[config.mk]
export PLATFORM = sky130hd
export DESIGN_NAME = axi_master_arbiter
export DESIGN_NICKNAME = d
export VERILOG_FILES = /design/src/rtl/axi_master_arbiter_pkg.sv /design/src/rtl/axi_master_arbiter_rr_arbiter.sv /design/src/rtl/axi_master_arbiter.sv
export SDC_FILE = /design/constraint.sdc
export NUM_CORES = 1
export LEC_CHECK = 0
export BUFFER_PORTS_ARGS = -buffer_cell sky130_fd_sc_hd__buf_2
export CORE_AREA = 2 2 211 213
export DETAILED_ROUTE_END_ITERATION = 16
export DIE_AREA = 0 0 213 215
export PLACE_DENSITY = 0.33
export SKIP_LAST_GASP = 1
export SLEW_MARGIN = 20
export SYNTH_ARGS = -nofsm -noshare
export SYNTH_HDL_FRONTEND = slang
export SYNTH_HIERARCHICAL = 1
export SYNTH_SLANG_ARGS = --single-unit
[constraint.sdc]
create_clock -name clk -period 1.4 [get_ports clk]
set_input_delay 0.28 -clock clk [delete_from_list [all_inputs] [get_ports clk]]
set_output_delay 0.28 -clock clk [all_outputs]
set_load 0.01 [all_outputs]
[src/rtl/axi_master_arbiter_pkg.sv]
`default_nettype none
// ============================================================================
// Module      : axi_master_arbiter_pkg
// Description : Shared AXI encodings, arbiter FSM state types and default
//               widths for the multi-master AXI arbiter.
// Revision    : 1.0 - initial release
// ============================================================================
package axi_master_arbiter_pkg;

    localparam int c_DEF_ADDR_WIDTH = 32;
    localparam int c_DEF_DATA_WIDTH = 32;
    localparam int c_DEF_ID_WIDTH   = 1;

    typedef enum logic [1:0] {
        AXI_BURST_FIXED = 2'b00,
        AXI_BURST_INCR  = 2'b01,
        AXI_BURST_WRAP  = 2'b10
    } axi_burst_t;

    typedef enum logic [1:0] {
        AXI_RESP_OKAY   = 2'b00,
        AXI_RESP_EXOKAY = 2'b01,
        AXI_RESP_SLVERR = 2'b10,
        AXI_RESP_DECERR = 2'b11
    } axi_resp_t;

    typedef enum logic [1:0] {
        W_IDLE = 2'd0,
        W_ADDR = 2'd1,
        W_DATA = 2'd2,
        W_RESP = 2'd3
    } wr_state_t;

    typedef enum logic [1:0] {
        R_IDLE = 2'd0,
        R_ADDR = 2'd1,
        R_DATA = 2'd2
    } rd_state_t;

    // Index width for n masters; a single master still needs a 1-bit field.
    function automatic int idx_width(input int n);
        return (n > 1) ? $clog2(n) : 1;
    endfunction

endpackage
`default_nettype wire

[src/rtl/axi_master_arbiter_rr_arbiter.sv]
`default_nettype none
// ============================================================================
// Module      : rr_arbiter
// Description : Combinational round-robin pick: first requester at or after
//               ptr, wrapping to index 0.
// Revision    : 1.0 - initial release
// ============================================================================
module rr_arbiter
    import axi_master_arbiter_pkg::*;
#(
    parameter int N = 2,
    localparam int IDX_W = idx_width(N)
) (
    input  logic [N-1:0]     req,
    input  logic [IDX_W-1:0] ptr,
    output logic [IDX_W-1:0] grant,
    output logic             any_req
);

    // Two passes: indices >= ptr first, then the wrapped-around lower ones.
    always_comb begin
        grant   = '0;
        any_req = 1'b0;
        for (int j = 0; j < N; j++) begin
            if (!any_req && req[j] && (IDX_W'(j) >= ptr)) begin
                any_req = 1'b1;
                grant   = IDX_W'(j);
            end
        end
        for (int j = 0; j < N; j++) begin
            if (!any_req && req[j]) begin
                any_req = 1'b1;
                grant   = IDX_W'(j);
            end
        end
    end

endmodule
`default_nettype wire

[src/rtl/axi_master_arbiter.sv]
`default_nettype none
// ============================================================================
// Module      : axi_master_arbiter
// Description : Multiplexes NUM_MASTERS AXI4 masters onto one downstream
//               port. Independent round-robin write and read paths, one
//               outstanding burst each; grant index prefixed onto the ID.
// Revision    : 1.0 - initial release
// ============================================================================
module axi_master_arbiter
    import axi_master_arbiter_pkg::*;
#(
    parameter int NUM_MASTERS = 2,
    parameter int ADDR_WIDTH  = c_DEF_ADDR_WIDTH,
    parameter int DATA_WIDTH  = c_DEF_DATA_WIDTH,
    parameter int ID_WIDTH    = c_DEF_ID_WIDTH,
    localparam int IDX_W      = idx_width(NUM_MASTERS),
    localparam int STRB_W     = DATA_WIDTH / 8,
    localparam int MID_W      = ID_WIDTH + IDX_W
) (
    input  logic                            clk,
    input  logic                            reset,
    // upstream write address
    input  logic [NUM_MASTERS*ID_WIDTH-1:0]   s_axi_awid,
    input  logic [NUM_MASTERS*ADDR_WIDTH-1:0] s_axi_awaddr,
    input  logic [NUM_MASTERS*8-1:0]          s_axi_awlen,
    input  logic [NUM_MASTERS*3-1:0]          s_axi_awsize,
    input  logic [NUM_MASTERS*2-1:0]          s_axi_awburst,
    input  logic [NUM_MASTERS-1:0]            s_axi_awvalid,
    output logic [NUM_MASTERS-1:0]            s_axi_awready,
    // upstream write data / response
    input  logic [NUM_MASTERS*DATA_WIDTH-1:0] s_axi_wdata,
    input  logic [NUM_MASTERS*STRB_W-1:0]     s_axi_wstrb,
    input  logic [NUM_MASTERS-1:0]            s_axi_wlast,
    input  logic [NUM_MASTERS-1:0]            s_axi_wvalid,
    output logic [NUM_MASTERS-1:0]            s_axi_wready,
    output logic [NUM_MASTERS*ID_WIDTH-1:0]   s_axi_bid,
    output logic [NUM_MASTERS*2-1:0]          s_axi_bresp,
    output logic [NUM_MASTERS-1:0]            s_axi_bvalid,
    input  logic [NUM_MASTERS-1:0]            s_axi_bready,
    // upstream read address / data
    input  logic [NUM_MASTERS*ID_WIDTH-1:0]   s_axi_arid,
    input  logic [NUM_MASTERS*ADDR_WIDTH-1:0] s_axi_araddr,
    input  logic [NUM_MASTERS*8-1:0]          s_axi_arlen,
    input  logic [NUM_MASTERS*3-1:0]          s_axi_arsize,
    input  logic [NUM_MASTERS*2-1:0]          s_axi_arburst,
    input  logic [NUM_MASTERS-1:0]            s_axi_arvalid,
    output logic [NUM_MASTERS-1:0]            s_axi_arready,
    output logic [NUM_MASTERS*ID_WIDTH-1:0]   s_axi_rid,
    output logic [NUM_MASTERS*DATA_WIDTH-1:0] s_axi_rdata,
    output logic [NUM_MASTERS*2-1:0]          s_axi_rresp,
    output logic [NUM_MASTERS-1:0]            s_axi_rlast,
    output logic [NUM_MASTERS-1:0]            s_axi_rvalid,
    input  logic [NUM_MASTERS-1:0]            s_axi_rready,
    // downstream write
    output logic [MID_W-1:0]      m_axi_awid,
    output logic [ADDR_WIDTH-1:0] m_axi_awaddr,
    output logic [7:0]            m_axi_awlen,
    output logic [2:0]            m_axi_awsize,
    output logic [1:0]            m_axi_awburst,
    output logic                  m_axi_awvalid,
    input  logic                  m_axi_awready,
    output logic [DATA_WIDTH-1:0] m_axi_wdata,
    output logic [STRB_W-1:0]     m_axi_wstrb,
    output logic                  m_axi_wlast,
    output logic                  m_axi_wvalid,
    input  logic                  m_axi_wready,
    input  logic [MID_W-1:0]      m_axi_bid,
    input  logic [1:0]            m_axi_bresp,
    input  logic                  m_axi_bvalid,
    output logic                  m_axi_bready,
    // downstream read
    output logic [MID_W-1:0]      m_axi_arid,
    output logic [ADDR_WIDTH-1:0] m_axi_araddr,
    output logic [7:0]            m_axi_arlen,
    output logic [2:0]            m_axi_arsize,
    output logic [1:0]            m_axi_arburst,
    output logic                  m_axi_arvalid,
    input  logic                  m_axi_arready,
    input  logic [MID_W-1:0]      m_axi_rid,
    input  logic [DATA_WIDTH-1:0] m_axi_rdata,
    input  logic [1:0]            m_axi_rresp,
    input  logic                  m_axi_rlast,
    input  logic                  m_axi_rvalid,
    output logic                  m_axi_rready
);

    localparam logic [IDX_W-1:0] c_LAST_IDX = IDX_W'(NUM_MASTERS - 1);

    wr_state_t        wr_state_q, wr_state_d;
    rd_state_t        rd_state_q, rd_state_d;
    logic [IDX_W-1:0] wr_grant_q, wr_grant_d, wr_ptr_q, wr_ptr_d;
    logic [IDX_W-1:0] rd_grant_q, rd_grant_d, rd_ptr_q, rd_ptr_d;
    logic [IDX_W-1:0] w_wr_pick, w_rd_pick;
    logic             w_wr_any, w_rd_any;

    // Per-master views of the packed upstream buses.
    logic [ID_WIDTH-1:0]   w_awid   [NUM_MASTERS];
    logic [ADDR_WIDTH-1:0] w_awaddr [NUM_MASTERS];
    logic [7:0]            w_awlen  [NUM_MASTERS];
    logic [2:0]            w_awsize [NUM_MASTERS];
    logic [1:0]            w_awburst[NUM_MASTERS];
    logic [DATA_WIDTH-1:0] w_wdata  [NUM_MASTERS];
    logic [STRB_W-1:0]     w_wstrb  [NUM_MASTERS];
    logic [ID_WIDTH-1:0]   w_arid   [NUM_MASTERS];
    logic [ADDR_WIDTH-1:0] w_araddr [NUM_MASTERS];
    logic [7:0]            w_arlen  [NUM_MASTERS];
    logic [2:0]            w_arsize [NUM_MASTERS];
    logic [1:0]            w_arburst[NUM_MASTERS];

    // Downstream ID index bits are not needed for routing (grant is used).
    logic w_unused_idx;
    assign w_unused_idx = ^{m_axi_bid[MID_W-1:ID_WIDTH], m_axi_rid[MID_W-1:ID_WIDTH]};

    generate
        for (genvar i = 0; i < NUM_MASTERS; i++) begin : g_unpack
            assign w_awid[i]    = s_axi_awid   [i*ID_WIDTH   +: ID_WIDTH];
            assign w_awaddr[i]  = s_axi_awaddr [i*ADDR_WIDTH +: ADDR_WIDTH];
            assign w_awlen[i]   = s_axi_awlen  [i*8          +: 8];
            assign w_awsize[i]  = s_axi_awsize [i*3          +: 3];
            assign w_awburst[i] = s_axi_awburst[i*2          +: 2];
            assign w_wdata[i]   = s_axi_wdata  [i*DATA_WIDTH +: DATA_WIDTH];
            assign w_wstrb[i]   = s_axi_wstrb  [i*STRB_W     +: STRB_W];
            assign w_arid[i]    = s_axi_arid   [i*ID_WIDTH   +: ID_WIDTH];
            assign w_araddr[i]  = s_axi_araddr [i*ADDR_WIDTH +: ADDR_WIDTH];
            assign w_arlen[i]   = s_axi_arlen  [i*8          +: 8];
            assign w_arsize[i]  = s_axi_arsize [i*3          +: 3];
            assign w_arburst[i] = s_axi_arburst[i*2          +: 2];
        end
    endgenerate

    rr_arbiter #(.N(NUM_MASTERS)) u_wr_arb (
        .req    (s_axi_awvalid),
        .ptr    (wr_ptr_q),
        .grant  (w_wr_pick),
        .any_req(w_wr_any)
    );

    rr_arbiter #(.N(NUM_MASTERS)) u_rd_arb (
        .req    (s_axi_arvalid),
        .ptr    (rd_ptr_q),
        .grant  (w_rd_pick),
        .any_req(w_rd_any)
    );

    // State, grant and round-robin pointer registers for both paths.
    always_ff @(posedge clk or posedge reset) begin
        if (reset) begin
            wr_state_q <= W_IDLE;
            wr_grant_q <= '0;
            wr_ptr_q   <= '0;
            rd_state_q <= R_IDLE;
            rd_grant_q <= '0;
            rd_ptr_q   <= '0;
        end else begin
            wr_state_q <= wr_state_d;
            wr_grant_q <= wr_grant_d;
            wr_ptr_q   <= wr_ptr_d;
            rd_state_q <= rd_state_d;
            rd_grant_q <= rd_grant_d;
            rd_ptr_q   <= rd_ptr_d;
        end
    end

    // Write path: arbitrate in IDLE, then pass AW, W and B for the grantee.
    always_comb begin
        wr_state_d    = wr_state_q;
        wr_grant_d    = wr_grant_q;
        wr_ptr_d      = wr_ptr_q;
        m_axi_awid    = '0;
        m_axi_awaddr  = '0;
        m_axi_awlen   = '0;
        m_axi_awsize  = '0;
        m_axi_awburst = '0;
        m_axi_awvalid = 1'b0;
        m_axi_wdata   = '0;
        m_axi_wstrb   = '0;
        m_axi_wlast   = 1'b0;
        m_axi_wvalid  = 1'b0;
        m_axi_bready  = 1'b0;
        case (wr_state_q)
            W_IDLE: begin
                if (w_wr_any) begin
                    wr_grant_d = w_wr_pick;
                    wr_state_d = W_ADDR;
                end
            end
            W_ADDR: begin
                m_axi_awid    = {wr_grant_q, w_awid[wr_grant_q]};
                m_axi_awaddr  = w_awaddr[wr_grant_q];
                m_axi_awlen   = w_awlen[wr_grant_q];
                m_axi_awsize  = w_awsize[wr_grant_q];
                m_axi_awburst = w_awburst[wr_grant_q];
                m_axi_awvalid = s_axi_awvalid[wr_grant_q];
                if (s_axi_awvalid[wr_grant_q] && m_axi_awready) begin
                    wr_state_d = W_DATA;
                end
            end
            W_DATA: begin
                m_axi_wdata  = w_wdata[wr_grant_q];
                m_axi_wstrb  = w_wstrb[wr_grant_q];
                m_axi_wlast  = s_axi_wlast[wr_grant_q];
                m_axi_wvalid = s_axi_wvalid[wr_grant_q];
                if (s_axi_wvalid[wr_grant_q] && m_axi_wready && s_axi_wlast[wr_grant_q]) begin
                    wr_state_d = W_RESP;
                end
            end
            W_RESP: begin
                m_axi_bready = s_axi_bready[wr_grant_q];
                if (m_axi_bvalid && s_axi_bready[wr_grant_q]) begin
                    wr_ptr_d   = (wr_grant_q == c_LAST_IDX) ? '0 : wr_grant_q + 1'b1;
                    wr_state_d = W_IDLE;
                end
            end
            default: wr_state_d = W_IDLE;
        endcase
    end

    // Read path: arbitrate in IDLE, pass AR, then route R beats until rlast.
    always_comb begin
        rd_state_d    = rd_state_q;
        rd_grant_d    = rd_grant_q;
        rd_ptr_d      = rd_ptr_q;
        m_axi_arid    = '0;
        m_axi_araddr  = '0;
        m_axi_arlen   = '0;
        m_axi_arsize  = '0;
        m_axi_arburst = '0;
        m_axi_arvalid = 1'b0;
        m_axi_rready  = 1'b0;
        case (rd_state_q)
            R_IDLE: begin
                if (w_rd_any) begin
                    rd_grant_d = w_rd_pick;
                    rd_state_d = R_ADDR;
                end
            end
            R_ADDR: begin
                m_axi_arid    = {rd_grant_q, w_arid[rd_grant_q]};
                m_axi_araddr  = w_araddr[rd_grant_q];
                m_axi_arlen   = w_arlen[rd_grant_q];
                m_axi_arsize  = w_arsize[rd_grant_q];
                m_axi_arburst = w_arburst[rd_grant_q];
                m_axi_arvalid = s_axi_arvalid[rd_grant_q];
                if (s_axi_arvalid[rd_grant_q] && m_axi_arready) begin
                    rd_state_d = R_DATA;
                end
            end
            R_DATA: begin
                m_axi_rready = s_axi_rready[rd_grant_q];
                if (m_axi_rvalid && s_axi_rready[rd_grant_q] && m_axi_rlast) begin
                    rd_ptr_d   = (rd_grant_q == c_LAST_IDX) ? '0 : rd_grant_q + 1'b1;
                    rd_state_d = R_IDLE;
                end
            end
            default: rd_state_d = R_IDLE;
        endcase
    end

    // Upstream fan-out: only the granted master in the matching state sees
    // anything other than zero.
    generate
        for (genvar i = 0; i < NUM_MASTERS; i++) begin : g_fanout
            logic w_aw_sel, w_w_sel, w_b_sel, w_ar_sel, w_r_sel;
            assign w_aw_sel = (wr_state_q == W_ADDR) && (wr_grant_q == IDX_W'(i));
            assign w_w_sel  = (wr_state_q == W_DATA) && (wr_grant_q == IDX_W'(i));
            assign w_b_sel  = (wr_state_q == W_RESP) && (wr_grant_q == IDX_W'(i));
            assign w_ar_sel = (rd_state_q == R_ADDR) && (rd_grant_q == IDX_W'(i));
            assign w_r_sel  = (rd_state_q == R_DATA) && (rd_grant_q == IDX_W'(i));

            assign s_axi_awready[i] = w_aw_sel & m_axi_awready;
            assign s_axi_wready[i]  = w_w_sel & m_axi_wready;
            assign s_axi_bvalid[i]  = w_b_sel & m_axi_bvalid;
            assign s_axi_bid  [i*ID_WIDTH +: ID_WIDTH] = w_b_sel ? m_axi_bid[ID_WIDTH-1:0] : '0;
            assign s_axi_bresp[i*2        +: 2]        = w_b_sel ? m_axi_bresp : '0;

            assign s_axi_arready[i] = w_ar_sel & m_axi_arready;
            assign s_axi_rvalid[i]  = w_r_sel & m_axi_rvalid;
            assign s_axi_rlast[i]   = w_r_sel & m_axi_rlast;
            assign s_axi_rid  [i*ID_WIDTH   +: ID_WIDTH]   = w_r_sel ? m_axi_rid[ID_WIDTH-1:0] : '0;
            assign s_axi_rdata[i*DATA_WIDTH +: DATA_WIDTH] = w_r_sel ? m_axi_rdata : '0;
            assign s_axi_rresp[i*2          +: 2]          = w_r_sel ? m_axi_rresp : '0;
        end
    endgenerate

endmodule
`default_nettype wire

# Word level (Yosys, flattened, before mapping)
# Index checks and enable logic that the tools add are counted.
[classes]
add_sub_neg = 2
n_mul = 0
n_div = 0
order_cmp = 8
eq_ne = 12
shift = 0
mux = 101
bitwise_logic = 16
reduce_logical = 41
[op_table]
columns = ["operator", "n"]
rows = [
  ["2-to-1 mux 32 bit", 14],
  ["2-to-1 mux 8 bit", 8],
  ["2-to-1 mux 1 bit", 44],
  ["2-to-1 mux 2 bit", 21],
  ["logical AND 1 bit", 27],
  ["2-to-1 mux 3 bit", 8],
  ["2-to-1 mux 4 bit", 4],
  ["AND 1 bit", 12],
  ["inequality test 2 bit, second input constant", 5],
  ["case mux 2 bit (4 select lines)", 1],
  ["AND reduction 2 bit", 4],
  ["== test 2 bit, second input constant", 3],
  ["logical NOT 1 bit", 6],
  ["case mux 2 bit (3 select lines)", 1],
  ["== test 2 x 1 -> 1 bit, second input constant", 2],
  [">= comparator 1 bit, first input constant", 4],
  [">= comparator 2 bit, second input constant", 2],
  ["logical NOT 2 bit", 2],
  ["less-than comparator 1 x 2 -> 1 bit, second input constant", 2],
  ["inequality test 2 x 1 -> 1 bit, second input constant", 2],
  ["inverter 1 -> 2 bit", 2],
  ["AND reduction 4 bit", 1],
  ["AND reduction 3 bit", 1],
  ["adder 1 bit, second input constant", 2],
  ["inverter 1 bit", 2],
]
[totals]
register_bits = 8
latch_bits = 0
mem_bits_rw = 0
mem_bits_ro = 0
in_bits = 316
out_inout_bits = 224
memories = 0

# Depth between registers and ports, before layout
# Gate-level depths: netlist of the first run.
[depth]
word_depth = 15
ltp_mapped = 6
mapped_depth_nobuf = 6

# Modules after synthesis
# Netlist of the first run, hierarchy kept.
[by_module_without_submodules]
columns = ["module", "instances", "cells_each", "area_each_um2", "seq_area_each_um2"]
rows = [
  ["axi_master_arbiter", 1, 400, 3084.2, 200.2],
  ["rr_arbiter", 2, 3, 17.5, 0.0],
]

# Worst setup path after synthesis of the first run
# OpenSTA, ideal clock, no wires.
[synth_timing]
path_kind = "reg2out"
startpoint = "reg rd_state_q[0]"
endpoint = "out s_axi_rdata[10]"
arrival_time_ns = 1.262
t_required_ns = 1.120
slack_ns = -0.142
stages_incl_launch_ff = 5
cell_sequence = "dfrtp_1 > nand2b_1 > nor2_2 > clkbuf_1 > and2_1"
[synth_between]
elab_chain_len = 3
[synth_lines]
columns = ["element", "line", "text"]
rows = [
  ["start: declaration", "axi_master_arbiter.sv:90", "rd_state_t rd_state_q, rd_state_d;"],
  ["start signal: assignment", "axi_master_arbiter.sv:158", "rd_state_q <= rd_state_d;"],
  ["== test 2 bit", "axi_master_arbiter.sv:268", "assign w_r_sel = (rd_state_q == R_DATA) && (rd_grant_q == IDX_W'(i));"],
  ["logical AND 1 bit", "axi_master_arbiter.sv:268", ""],
  ["2-to-1 mux 32 bit", "axi_master_arbiter.sv:280", "assign s_axi_rdata[i*DATA_WIDTH +: DATA_WIDTH] = w_r_sel ? m_axi_rdata : '0;"],
  ["end: declaration", "axi_master_arbiter.sv:49", "output logic [NUM_MASTERS*DATA_WIDTH-1:0] s_axi_rdata,"],
]
# Every way passes these cells.

# Final worst setup path of the first run
[layout_timing]
startpoint = "reg rd_state_q[0]"
endpoint = "out m_axi_arburst[1]"
[layout_between]
elab_chain_len = 2
[layout_lines]
columns = ["element", "line", "text"]
rows = [
  ["== test 2 x 1 -> 1 bit", "axi_master_arbiter.sv:230", "case (rd_state_q)"],
  ["2-to-1 mux 2 bit", "axi_master_arbiter.sv:230", ""],
  ["end: declaration", "axi_master_arbiter.sv:76", "output logic [1:0] m_axi_arburst,"],
]
# Every way passes these cells.

==> results of run 1 <==
final cells by class:
class | instances | share of cell area
antenna | 5 | 0.00135
timing repair buffer | 644 | 0.527
sequential | 8 | 0.0225
tap | 592 | 0.0801
inverter | 9 | 0.00419
clock buffer | 4 | 0.00852
multi-input combinational | 353 | 0.356
worst register-to-register path, delay by kind of cell, from the launching register on:
kind | cells | cell delay, ps
mux | 2 | 550
flops | 1 | 500
compound gates | 2 | 340
buf+inv | 2 | 260
per-stage QoR:
stage / worst slack (ps) / hold WS [ps]
after CTS: -497 / 74.2
final: -508 / 45.1
after floorplan: -73.0 / 95.5
after global placement: -414 / 327
after global routing: -564 / 81.7
after detailed placement: -434 / 332
layer usage:
| metal | vias up | routed length, µm | track usage | share of wire |
|---|---|---|---|---|
| met5 | - | 57 | 0 | 0.0021 |
| met4 | 8 | 910 | 0.0408 | 0.033 |
| met3 | 38 | 2160 | 0.0232 | 0.079 |
| met2 | 347 | 15600 | 0.210 | 0.57 |
| met1 | 2569 | 8640 | 0.0886 | 0.32 |
| li1 | 2642 | - | - | - |
worst max-delay path by stage:
stage | endpoint | slack [ps] | cells after the start
after floorplan | wr_state_q[1] | -70 | 5
after global placement | wr_state_q[1] | -410 | 4
after detailed placement | wr_state_q[1] | -430 | 4
after CTS | m_axi_wdata[9] | -500 | 5
after global routing | s_axi_rdata[18] | -560 | 7
final | m_axi_arburst[1] | -510 | 6
cells by family (layout without fill, tap and decap cells):
kind of cell,Yosys count,in the layout
AO/OA/AOI/OAI,57,57
adder cells (fa/ha/maj),5,5
buffers and inverters,45,657
flip-flops,8,8
multiplexers,92,92
other,0,5
AND/OR/NAND/NOR,199,199
sequential cells by signal, summed over array words and instances, names as in the netlist:
name and cells:
rd_state_q 2, rd_grant_q 1, wr_state_q 2, rd_ptr_q 1, wr_ptr_q 1, wr_grant_q 1
cell usage after synthesis, types with 3 or more instances:
master,count
buf_4,3
dfrtp_1,8
nor2_1,6
mux2i_1,85
nor2b_1,85
mux2_2,4
buf_2,15
and3_1,7
a22o_1,46
inv_1,8
and2_1,83
clkbuf_1,18
ha_1,5
nand2_1,6
what timing repair did:
item	in CTS	in global routing
cloned	15	15
resized for setup	102	222
pin swaps	13	72
buffers inserted	24	18
setup endpoints to repair	228	231
report_power, final:
group          total [mW]  switching, mW  internal (mW)  leakage [nW]
clock               0.509          0.128          0.381        0.0382
combinational        14.4           6.14           8.29          4.72
sequential          0.544          0.176          0.367        0.0909
==> summary.md, run 1 <==
| Metric | Value |
|---|---|
| Fin area | between 9000 and 10000 µm² |
| CTS max path bufs | 2 |
| Core region area | ~44000 µm² |
| CP max FO | 8 |
| Reg-to-Reg Start | wr_grant_q |
| Drt pass-1 iters | 4 |
| Crit-path leading delay family | buffers and inverters |
| Ys Warns | 6 |
| Iter 0 DRT Violations | around 100 |
| RR Endpoint | wr_state_q[1] |
| Synth Area in Simple Gates | 0.393 |
| Grt ovf | 0 |
| CP arrival | ~1600 ps |
| Initial Utilization | 0.0715 |
| Outcome | finished with violations |
| EDFF count, synth | 0 |
| Port bufs | roughly 540 |
| Setup Viol. Count Final | around 230 |
| First-pass GRT wire length | 33500 µm |
| Leak Pwr | 4.85 nW |
| Seq/Total Area, Yosys | 0.0642 |
| Most used cell, CP | buf_6 |
| Fin. max-slew vios | 0 |
| Synth Area in XOR/XNOR | 0 |
| Final Wtd Congestion | between 0.7 and 0.8 |
| Yosys cell types | 35 |
| Ports | 540 |
| Largest area contributor in the netlist | mux2i_1 |
| Worst path required time | ~1100 ps |
| Mapped Area | 3120 µm² |
| Mapped Cells | roughly 410 |
| Total Power | ~15 mW |
| Clock sinks | 8 |
| Mapped Avg Cell Area | 7.68 µm² |
| Post-synthesis mux area share | 0.299 |
| Final period util | 1.36 |
| Filler cells | between 4000 and 5000 |
| Failing checks | setup timing |
| Most common cell after layout, fill and taps aside | buf_2 |
| H-tree depth | 1 |
| Nets | approximately 1300 |
| Setup CP Type | reg -> out |
| Placed Area | 6930 µm² |
| Critical path startpoint category | register |
| Max VDD drop | around 760 µV |
| Post-DP HPWL | just over 20000 µm |
| Hold Crit Class | in -> async |
| Post-Synth Adder-Cell Area | 0.0201 |
| Drt total wl | approximately 27000 µm |
| Die Ht | approximately 220 µm |
| Synth-to-Final Area Change | 197% |
| Die Area | 45800 µm² |
| FP Rows | 77 |
| Max incr delay on CP | about 410 ps |
| CP Launch Point | rd_state_q[0] |
| Setup TNS | -94640 ps |
| Slowest cell on crit path | dfrtp_1 |
| WP buf/inv | 4 |
| Dpl cells | between 1500 and 2000 |
| Final Hold Viols | 0 |
| Reg2reg setup slack | -370 ps |
| Top cells by area, synth | mux2i_1, nor2b_1, and2_1 |
| Synth Net Count | just over 700 |
| Layout Skew | between 0.2 and 0.3 ps |
| Via count | 5604 |
| Initial antenna violation count | 9 |
| Yosys reg bits | 8 |
| Share of Yosys cell area claimed by the top area cell type | 0.273 |
| Worst setup margin | -508 ps |
| Post-route DRC | 0 |
| Vias in the first global route | approximately 5600 |
| CTS tree | yes |
| PD cells | roughly 1700 nW/µm² |
| Post-synthesis compound-gate area fraction | 0.160 |
| Minimum clock period | 1910 ps |
| Final core utilization | 0.212 |
| Critical-path cell list | buf_6 -> nor3b_4 -> buf_6 -> clkbuf_16 -> a22o_4 -> buf_2 |
| Multi-input logic area | around 3300 µm² |
| Fraction of registers with async set/reset | 1.00 |
| CTS Hold Bufs | 0 |
| Largest net degree at the start of global routing | 36 |
| Fmax | ~520 MHz |
| Via density | 3.47 |
| Die width | between 200 and 250 µm |
| Slew margin rel. | 0.689 |
| Max-cap violation count | 0 |
| Root Driver | clkbuf_16 |
| FF+latch area | 208 µm² |
| Largest family of logic cells by synthesized area | simple AND/OR/NAND/NOR gates |
| Clock slew at reported path FFs | around 40 ps |
| Worst Setup End Kind | primary output |
| RSZ-0062 raised after global routing | yes |
| Reg2reg path depth | 6 |
| Most frequent cells in the layout | buf_2, buf_6, mux2i_1 |
| DR WL/cell | 16.9 µm |
| Number of CTS-inserted buffers | 3 |
| GRT Total Usage | 0.100 |
| Worst-Skew Late Latency | 240 ps |
| Main synth FF type | dfrtp_1 |
| Layout Cells excl Fill | around 1600 |
| Layout cell share with drive strength beyond 1 | 0.778 |
| DRT antenna net count | 0 |
| Worst-margin pin slew | 467 ps |
Power figures use the tool's default switching activity.
==> inputs of run 2 (changes only) <==
--- a/config.mk
+++ b/config.mk
@@ -6,13 +6,12 @@
 export NUM_CORES = 1
 export LEC_CHECK = 0
 export BUFFER_PORTS_ARGS = -buffer_cell sky130_fd_sc_hd__buf_2
-export CORE_AREA = 2 2 211 213
+export CORE_AREA = 2 2 212 214
 export DETAILED_ROUTE_END_ITERATION = 16
-export DIE_AREA = 0 0 213 215
+export DIE_AREA = 0 0 214 216
 export PLACE_DENSITY = 0.33
 export SKIP_LAST_GASP = 1
 export SLEW_MARGIN = 20
 export SYNTH_ARGS = -nofsm -noshare
 export SYNTH_HDL_FRONTEND = slang
-export SYNTH_HIERARCHICAL = 1
 export SYNTH_SLANG_ARGS = --single-unit
==> run 2 against run 1 <==
  * The run still ends with setup timing left
  * Die area up 0.94%
  * Power down 1.3%
  * Combinational power about the same
  * Clock power up 0.8%
  * Worst setup slack better by 56 ps
  * Non-clock buffer count down 12
==> summary.md, run 2 <==
| Metric | Value |
|---|---|
| Outcome | finished with violations |
| Failing checks | setup timing |
| PD cells | 1720 nW/µm² (+3.1%) |
| Clock slew at reported path FFs | 40 ps (about the same) |
| CTS Hold Bufs | 0 (unchanged) |
| Drt pass-1 iters | 4 (unchanged) |
| Worst setup margin | -452 ps (+55.8 ps) |
| Number of CTS-inserted buffers | 3 (unchanged) |
| Worst-Skew Late Latency | 240 ps (about the same) |
| # diodes | 0 (-5) |
| WHS | 28.3 ps (-16.8 ps) |
| Max-cap violation count | 0 (unchanged) |
| Minimum clock period | 1850 ps (-55.8 ps) |
| Setup Viol. Count Final | 226 (-0.88%) |
| Initial antenna violation count | 1 (-8) |
| Crit-path leading delay family | buffers and inverters |
| Largest registers | rd_state_q (2), wr_state_q (2) |
| Die width | 214 µm (+0.47%) |
| Most frequent cells in the layout | buf_2, buf_6, mux2i_1 |
| WP buf/inv | 4 (unchanged) |
| Largest net degree at the start of global routing | 38 (+5.6%) |
| Layout Skew | 0.259 ps (-0.0239 ps) |
| CTS tree | yes |
| Leak Pwr | 4.74 nW (-2.2%) |
| Top cells by area, synth | mux2i_1, nor2b_1, and2_1 |
| Final core utilization | 0.202 (-0.00984) |
| H-tree depth | 1 (unchanged) |
| Most frequent cells after synthesis | nor2b_1, mux2i_1, and2_1, a22o_1, clkbuf_1 |
| Final period util | 1.32 (-0.0399) |
| Setup CP Type | reg -> out |
| Iter 0 DRT Violations | 135 (+32%) |
| Mapped Area | 3130 µm² (+0.28%) |
| Max VDD drop | 504 µV (-34%) |
| DRT antenna net count | 0 (unchanged) |
| EDFF count, synth | 0 (unchanged) |
| Reg2reg setup slack | -330 ps (+40 ps) |
| Max incr delay on CP | 420 ps (about the same) |
| Synth-to-Final Area Change | 183% |
| DR WL/cell | 14.9 µm (-12%) |
| Die Ht | 216 µm (+0.47%) |
| Nets | 1327 (-0.97%) |
| Core region area | 43800 µm² (+0.44%) |
| Layout cell share with drive strength beyond 1 | 0.778 (about the same) |
| Via density | 3.34 (-3.7%) |
| Clock sinks | 8 (unchanged) |
| Fin. max-slew vios | 0 (unchanged) |
| Mapped Cells | 407 (+0.25%) |
| Vias in the first global route | 5160 (-7.6%) |
| Largest area contributor in the netlist | mux2i_1 |
| FP Rows | 77 (unchanged) |
| Die Area | 46200 µm² (+0.94%) |
| Fraction of registers with async set/reset | 1.00 (unchanged) |
| Post-DP HPWL | 18500 µm (-8.5%) |
| CTS max path bufs | 2 (unchanged) |
| Critical path startpoint category | register |
| Ports | 540 (unchanged) |
| Final Hold Viols | 0 (unchanged) |
| Most common cell after layout, fill and taps aside | buf_2 |
| Ys Warns | 0 (-6) |
| Critical-path cell list | buf_6 -> ha_4 -> buf_12 -> buf_4 -> nor2b_2 -> buf_2 |
| Fmax | 540 MHz (+3.0%) |
| Root Driver | clkbuf_16 |
| Yosys cell types | 33 (-5.7%) |
| Synth Net Count | 727 (unchanged) |
| Worst-margin pin slew | 413 ps (-53.2 ps) |
| Share of Yosys cell area claimed by the top area cell type | 0.278 (+0.00564) |
| Hold Crit Class | in -> async |
| Seq/Total Area, Yosys | 0.0640 (-0.000180) |
| Yosys reg bits | 8 (unchanged) |
| Slowest cell on crit path | dfrtp_1 |
| Post-route DRC | 0 (unchanged) |
| CP max FO | 8 (unchanged) |
| Mapped Avg Cell Area | 7.69 µm² (about the same) |
| First-pass GRT wire length | 31500 µm (-5.9%) |
| Grt ovf | 0 (unchanged) |
| CP arrival | 1570 ps (-60 ps) |
| GRT Total Usage | 0.0878 (-0.0126) |
| RSZ-0062 raised after global routing | yes |
| Final Wtd Congestion | 0.864 (+12%) |
| Most frequent cell after synthesis | nor2b_1 |
| Slew margin rel. | 0.724 (+0.0355) |
| Worst path required time | 1120 ps (about the same) |
| Drt total wl | 23800 µm (-13%) |
| Worst Setup End Kind | primary output |
| Via count | 5342 (-4.7%) |
| Port bufs | 537 (unchanged) |
| Initial Utilization | 0.0714 (-0.000114) |
| Main synth FF type | dfrtp_1 |
[run 2: cell count changes in the layout (fill, tap and decap cells not counted), moves of 20 or more]
cell and delta:
nor2b_4 +20, nor2b_1 -28, buf_2 +21, and2_4 -24, and2_1 +21, buf_6 -21
[run 2: what timing repair did]
item                                   CTS  global route
cloned                                   5            12
endpoints found under the hold margin    0             0
setup endpoints to repair              228           229
resized for setup                       85           171
pin swaps                               19            44
setup buffers                           17            13
[run 2: report_power, final]
group | total [mW] | internal (mW) | leakage [nW] | switching, mW
sequential | 0.529 | 0.365 | 0.0901 | 0.164
combinational | 14.2 | 8.05 | 4.61 | 6.18
clock | 0.513 | 0.381 | 0.0382 | 0.132
total | 15.3 | 8.80 | 4.74 | 6.48
[run 2: stage by stage]
stage / std cells / area [µm²] / worst slack [ps] / setup TNS, ps / power, mW
2_1_floorplan: 407 / 3360 / -33.6 / -2350 / 6.52
3_3_place_gp: 1550 / 7080 / -254 / -24860 / 10.8
3_5_place_dp: 1550 / 7080 / -236 / -24420 / 10.8
4_1_cts: 1576 / 7790 / -453 / -83400 / 13.1
5_1_grt: 1598 / 8860 / -506 / -95130 / 16.3
6_report: 1598 / 8860 / -452 / -80530 / 15.3
[run 2: worst paths after layout]
| kind | from | end | cells past startpoint |
|---|---|---|---|
| max in group asynchronous | reset | wr_grant_q | 2 |
| min in group clk | s_axi_arvalid[0] | rd_grant_q | 2 |
| worst min-delay path | reset | wr_ptr_q | 2 |
| worst max-delay path | wr_state_q[1] | m_axi_wdata[0] | 6 |
| worst min register to register | rd_ptr_q | rd_ptr_q | 2 |
| worst max register to register | wr_grant_q | wr_state_q[1] | 6 |
[run 2: routing by layer]
metal,track usage,part of all wire
met1,0.115,0.42
met5,0,0.00055
met4,0.0121,0.0065
met3,0.0142,0.049
met2,0.155,0.52
[run 2: layout make-up]
class | instances | area (µm²)
flip-flops and latches | 8 | 206
clock buffers | 4 | 78.8
multi-input cells | 356 | 3390
fillers | 4926 | 35000
inverters | 6 | 25.0
well taps | 592 | 741
repair buffers | 632 | 4420
[run 2: kinds of logic after synthesis]
kind of cell	count (synthesis)	synth area share
AOI/OAI and AO/OA	60	0.156
and+or+nand+nor	203	0.401
DFF	8	0.0640
adders and majority gates	4	0.0160
buffers and inverters	43	0.0776
muxes	89	0.286
